## src/rtl/count_capture_fifo.sv

```systemverilog
// Extends an 8-bit event count with a wrap counter and queues capture-strobe snapshots in a FWFT FIFO.
// Optional macro COUNT_CAPTURE_DROP_COUNT_EN adds a saturating drop_count output.
module count_capture_fifo #(
    parameter int DEPTH  = 4,
    parameter int WRAP_W = 8
) (
    input  logic                     clk,
    input  logic                     reset,
    input  logic [7:0]               value_in,
    input  logic                     overflow_in,
    input  logic                     capture,
    output logic                     out_valid,
    input  logic                     out_ready,
    output logic [WRAP_W+7:0]        out_data,
    output logic [$clog2(DEPTH):0]   level,
    output logic                     dropped,
    input  logic                     drop_clr
`ifdef COUNT_CAPTURE_DROP_COUNT_EN
    ,
    output logic [7:0]               drop_count
`endif
);

    localparam int AW = $clog2(DEPTH);
    localparam int LW = AW + 1;
    localparam int DW = WRAP_W + 8;

    logic              ovf_q;
    logic [WRAP_W-1:0] wrap_q, wrap_d;
    logic [AW-1:0]     wptr_q, rptr_q;
    logic [LW-1:0]     cnt_q, cnt_d;
    logic              dropped_q;
    logic [DW-1:0]     mem_q [DEPTH];

    logic rise, full, empty, pop, push, drop;

    // A rise in the same cycle as a capture must already show the new wrap value.
    assign rise   = overflow_in & ~ovf_q;
    assign wrap_d = wrap_q + WRAP_W'(rise);

    assign full  = (cnt_q == LW'(DEPTH));
    assign empty = (cnt_q == '0);
    assign pop   = ~empty & out_ready;
    assign push  = capture & (~full | pop);
    assign drop  = capture & full & ~pop;

    always_comb begin
        cnt_d = cnt_q;
        if (push && !pop) begin
            cnt_d = cnt_q + LW'(1);
        end else if (pop && !push) begin
            cnt_d = cnt_q - LW'(1);
        end
    end

    always_ff @(posedge clk) begin
        if (reset) begin
            ovf_q     <= 1'b0;
            wrap_q    <= '0;
            wptr_q    <= '0;
            rptr_q    <= '0;
            cnt_q     <= '0;
            dropped_q <= 1'b0;
        end else begin
            ovf_q  <= overflow_in;
            wrap_q <= wrap_d;
            cnt_q  <= cnt_d;
            if (push) wptr_q <= wptr_q + AW'(1);
            if (pop)  rptr_q <= rptr_q + AW'(1);
            // A drop coinciding with a clear keeps the flag set so the loss is not hidden.
            if (drop) begin
                dropped_q <= 1'b1;
            end else if (drop_clr) begin
                dropped_q <= 1'b0;
            end
        end
    end

    // Storage is data-only; validity is tracked by the occupancy counter.
    always_ff @(posedge clk) begin
        if (push) mem_q[wptr_q] <= {wrap_d, value_in};
    end

`ifdef COUNT_CAPTURE_DROP_COUNT_EN
    logic [7:0] drop_count_q;

    always_ff @(posedge clk) begin
        if (reset) begin
            drop_count_q <= '0;
        end else if (drop_clr) begin
            drop_count_q <= drop ? 8'd1 : 8'd0;
        end else if (drop && drop_count_q != 8'hFF) begin
            drop_count_q <= drop_count_q + 8'd1;
        end
    end

    assign drop_count = drop_count_q;
`endif

    assign out_valid = ~empty;
    assign out_data  = mem_q[rptr_q];
    assign level     = cnt_q;
    assign dropped   = dropped_q;

endmodule

```

## config.mk

```make
export PLATFORM = sky130hd
export DESIGN_NAME = count_capture_fifo
export DESIGN_NICKNAME = d
export VERILOG_FILES = /design/src/rtl/count_capture_fifo.sv
export SDC_FILE = /design/constraint.sdc
export NUM_CORES = 1
export LEC_CHECK = 0
export ABC_AREA = 1
export BUFFER_PORTS_ARGS = -buffer_cell sky130_fd_sc_hd__buf_2
export CAP_MARGIN = 20
export CORE_AREA = 2 2 88 90
export CTS_BUF_LIST = sky130_fd_sc_hd__clkbuf_4 sky130_fd_sc_hd__clkbuf_8
export DETAILED_ROUTE_END_ITERATION = 6
export DIE_AREA = 0 0 90 92
export MAX_ROUTING_LAYER = met4
export PLACE_DENSITY = 0.72
export SYNTH_ARGS = -nofsm -noshare
export SYNTH_HDL_FRONTEND = slang
export SYNTH_SLANG_ARGS = --single-unit
export TNS_END_PERCENT = 5
```

## constraint.sdc

```tcl
create_clock -name clk -period 3.7 [get_ports clk]
set_input_delay 0.185 -clock clk [delete_from_list [all_inputs] [get_ports clk]]
set_output_delay 0.185 -clock clk [all_outputs]
set_load 0.01 [all_outputs]
```

==> run_summary.xml <==
<?xml version="1.0" encoding="UTF-8"?>
<metrics>
  <group name="die">
    <metric name="rows" unit="">32</metric>
    <metric name="area_of_the_core" unit="sq mm">0.007447</metric>
    <metric name="floorplan.initialDensity" unit="%">47.40</metric>
    <metric name="boundary_pins" unit="">35</metric>
    <metric name="die_y" unit="um">92</metric>
    <metric name="fp.dieArea" unit="sq mm">0.008280</metric>
    <metric name="die_width" unit="um">90</metric>
  </group>
  <group name="synthesis">
    <metric name="yosys_warnings" unit="">0</metric>
    <metric name="post_synth_inst_count" unit="">294</metric>
    <metric name="post_synth_xor_area_fraction" unit="%">0.2481</metric>
    <metric name="synthesis.area_per_instance" unit="sq um">12.01</metric>
    <metric name="postSynthRegisterBits" unit="">83</metric>
    <metric name="ys_top_cells_by_area" unit="">sky130_fd_sc_hd__edfxtp_1, sky130_fd_sc_hd__dfxtp_1, sky130_fd_sc_hd__nor2_1, sky130_fd_sc_hd__o21ai_2, sky130_fd_sc_hd__o22ai_2</metric>
    <metric name="synth_compound_gate_area_share" unit="%">13.19</metric>
    <metric name="synth.area.mux_share" unit="%">0</metric>
    <metric name="post_synth_arst_share" unit="%">0</metric>
    <metric name="proportion_of_netlist_area_held_by_the_largest_area_contributor" unit="%">54.45</metric>
    <metric name="dominantRegCellSynth" unit="">sky130_fd_sc_hd__edfxtp_1</metric>
    <metric name="synth_top_family_by_area" unit="">compound AO/OA/AOI/OAI gates</metric>
    <metric name="combined_area_of_all_synthesized_cells" unit="sq mm">0.003530</metric>
    <metric name="sequential_share_of_the_synthesized_area" unit="%">65.23</metric>
    <metric name="share_of_synthesized_cell_area_in_full_adder_half_adder_and_majority_cells" unit="%">3.049</metric>
    <metric name="synth_enable_flop_cells" unit="">64</metric>
    <metric name="synth-simple-area-share" unit="%">12.37</metric>
    <metric name="synth.net_count" unit="">316</metric>
    <metric name="synth.lib_cells_used.distinct" unit="">26</metric>
    <metric name="synth_top_cell_by_area" unit="">sky130_fd_sc_hd__edfxtp_1</metric>
  </group>
  <group name="routing">
    <metric name="detail_route.drc_violations" unit="">0</metric>
    <metric name="drt_via_density" unit="">4.887</metric>
    <metric name="postRouteAntennaNets" unit="">0</metric>
    <metric name="drt_wl_total" unit="um">6085</metric>
    <metric name="post_drt_wl_per_cell" unit="um">13.77</metric>
    <metric name="via_count" unit="">2160</metric>
    <metric name="first_iter_violations" unit="">98</metric>
    <metric name="drt_pass1_iterations" unit="">7</metric>
  </group>
  <group name="sta">
    <metric name="fmax" unit="MHz">459.5</metric>
    <metric name="timing.setup.tns" unit="ps">0</metric>
    <metric name="period_minus_slack" unit="ps">2176</metric>
    <metric name="final-setup-viol-count" unit="">0</metric>
    <metric name="timing.slew.headroom" unit="%">45.97</metric>
    <metric name="rsz0062_at_grt" unit="">no</metric>
    <metric name="skew" unit="ps">8.565</metric>
    <metric name="worst_slew_pin_slew" unit="ps">809.4</metric>
    <metric name="finalMaxSlewViolations" unit="">0</metric>
    <metric name="layout_worst_path_cycle_share" unit="%">58.82</metric>
    <metric name="hold_viol_final" unit="">0</metric>
  </group>
  <group name="clock_network">
    <metric name="bufs_on_longest_clock_path" unit="">2</metric>
    <metric name="post-cts-setup-buffers" unit="">0</metric>
    <metric name="clk_pin_slew" unit="ps">80</metric>
    <metric name="tritoncts" unit="">yes</metric>
    <metric name="cts-root-buf" unit="">sky130_fd_sc_hd__clkbuf_8</metric>
    <metric name="cts.htree.levels" unit="">3</metric>
    <metric name="cts-resized-gates" unit="">0</metric>
    <metric name="post_cts_hold_buffer_count" unit="">0</metric>
    <metric name="numCtsBuffers" unit="">9</metric>
    <metric name="clk-insertion-delay-late" unit="ps">360</metric>
    <metric name="tritoncts_num_sinks" unit="">83</metric>
  </group>
  <group name="setup_path">
    <metric name="timing.critical_path.required" unit="ps">3510</metric>
    <metric name="worstRegToRegCells" unit="">13</metric>
    <metric name="maximum_fanout_along_the_worst_path" unit="">17</metric>
    <metric name="worst_setup_path_start_kind" unit="">flop</metric>
    <metric name="classification_of_the_worst_setup_path" unit="">flop to output pin</metric>
    <metric name="rr_startpoint" unit="">level[0]$_SDFFE_PP0P_</metric>
    <metric name="crit_arrival" unit="ps">1990</metric>
    <metric name="critPathCaptureType" unit="">output pin</metric>
  </group>
  <group name="finish">
    <metric name="most-common-layout-cells" unit="">sky130_fd_sc_hd__edfxtp_1, sky130_fd_sc_hd__nor2_1, sky130_fd_sc_hd__buf_2</metric>
    <metric name="proportion_of_layout_cells_with_a_drive_suffix_above_1" unit="%">30.88</metric>
    <metric name="num-nets-final" unit="">357</metric>
    <metric name="layout.cells.most_common" unit="">sky130_fd_sc_hd__edfxtp_1</metric>
    <metric name="area_growth_syn_to_layout" unit="%">11.88</metric>
    <metric name="antenna_cells" unit="">0</metric>
  </group>
  <group name="worst_hold_path">
    <metric name="timing.hold.worst_path_depth" unit="">3</metric>
    <metric name="timing.hold.worst.start" unit="">overflow_in</metric>
    <metric name="hold_path.class" unit="">input pin to flop</metric>
  </group>
  <group name="placed_design">
    <metric name="post_detail_place_hpwl" unit="um">3909</metric>
    <metric name="numPortBuffers" unit="">34</metric>
    <metric name="gp_routability_congestion" unit="">0.7747</metric>
  </group>
  <group name="power_and_ir_drop">
    <metric name="p_total" unit="mW">2.359</metric>
    <metric name="powerDensity" unit="mW/mm^2">597.4</metric>
    <metric name="leakage" unit="nW">1.507</metric>
    <metric name="vdd.ir_drop.worst" unit="V">0.0003174</metric>
  </group>
  <group name="grt">
    <metric name="grt_first_pass_wirelength" unit="um">9742</metric>
    <metric name="antenna_found_initial" unit="">0</metric>
    <metric name="grt.total_usage" unit="%">15.99</metric>
    <metric name="grt_pass1_vias" unit="">2111</metric>
    <metric name="global_route.overflow_total" unit="">0</metric>
    <metric name="largest_net_degree_at_the_start_of_global_routing" unit="">34</metric>
  </group>
  <group name="status">
    <metric name="run_status" unit="">finished, final reports clean</metric>
  </group>
  <group name="job">
    <metric name="maxCapViolations" unit="">0</metric>
  </group>
</metrics>
## critical path, cell delays in order, from the launching register on
cell and delay, ps:
sky130_fd_sc_hd__dfxtp_1 850, sky130_fd_sc_hd__inv_2 370, sky130_fd_sc_hd__o21ai_0 180, sky130_fd_sc_hd__o22ai_1 90, sky130_fd_sc_hd__buf_2 140
## path summary, 6_finish.rpt
path	endpoint	slack, ps
worst min register to register	dropped$_SDFFE_PP0P_	470
worst max register to register	level[2]$_SDFFE_PP0P_	1770
worst max-delay path	out_data[14]	1520
worst min-delay path	ovf_q$_SDFF_PP0_	50
## synthesized netlist by cell type, types with 3 or more instances
cell,count
sky130_fd_sc_hd__nand3_2,3
sky130_fd_sc_hd__a21oi_1,7
sky130_fd_sc_hd__o22ai_1,6
sky130_fd_sc_hd__ha_1,7
sky130_fd_sc_hd__nand3_1,6
sky130_fd_sc_hd__nand2_1,28
sky130_fd_sc_hd__edfxtp_1,64
sky130_fd_sc_hd__dfxtp_1,19
sky130_fd_sc_hd__nand2_2,3
sky130_fd_sc_hd__o21ai_0,5
sky130_fd_sc_hd__o21ai_2,20
sky130_fd_sc_hd__o21ai_1,10
sky130_fd_sc_hd__o22ai_2,10
sky130_fd_sc_hd__buf_6,6
sky130_fd_sc_hd__inv_2,8
sky130_fd_sc_hd__inv_1,25
sky130_fd_sc_hd__nor2_1,52
## through the flow
| stage | hold WS, ps | util [%] | setup slack, ps | std cells | area (sq um) |
|---|---|---|---|---|---|
| after global routing | 40.21 | 53.02 | 1352 | 442 | 3949 |
| after detailed placement | 410.9 | 50.76 | 1785 | 426 | 3780 |
| after floorplan | 254.1 | - | 1830 | 294 | 3530 |
| after global placement | 401.2 | 50.76 | 1829 | 426 | 3780 |
| after CTS | 37.17 | 53.02 | 1486 | 442 | 3949 |
| final | 45.77 | 53.02 | 1524 | 442 | 3949 |
## power by group
part	internal (mW)	switching, mW
Clock	0.255	0.309
Combinational	0.242	0.401
Sequential	1.09	0.0577
## routing by layer
metal  track usage [%]  vias up  wire length, um
met1             17.44     1014             2635
met5                 -        -                0
met4             8.590        0              116
met3             4.108        9              250
li1                  -     1095                -
met2             27.01       42             3082
## sequential cells by signal (all words and copies together), names as in the netlist, named ones only
| name | cells |
|---|---|
| wrap_q | 8 |
| mem_q | 64 |
| ovf_q | 1 |
| level | 3 |
| rptr_q | 2 |
| wptr_q | 2 |
| dropped | 1 |
## area by class of cell
type	instances	area, sq um
fillers	674	3498
flip-flops and latches	83	2302
repair buffers	39	207.7
clock buffers	11	138.9
well taps	102	127.6
clock inverters	5	30.03
inverters	33	123.9
multi-input cells	169	1018
## cell families (layout without fill, tap and decap cells)
group,count (synthesis),count (layout)
compound gates,60,60
xor+xnor,1,1
fa+ha+maj,8,8
buf+inv,42,88
flops,83,83
simple gates,100,100
Power figures use the tool's default switching activity.
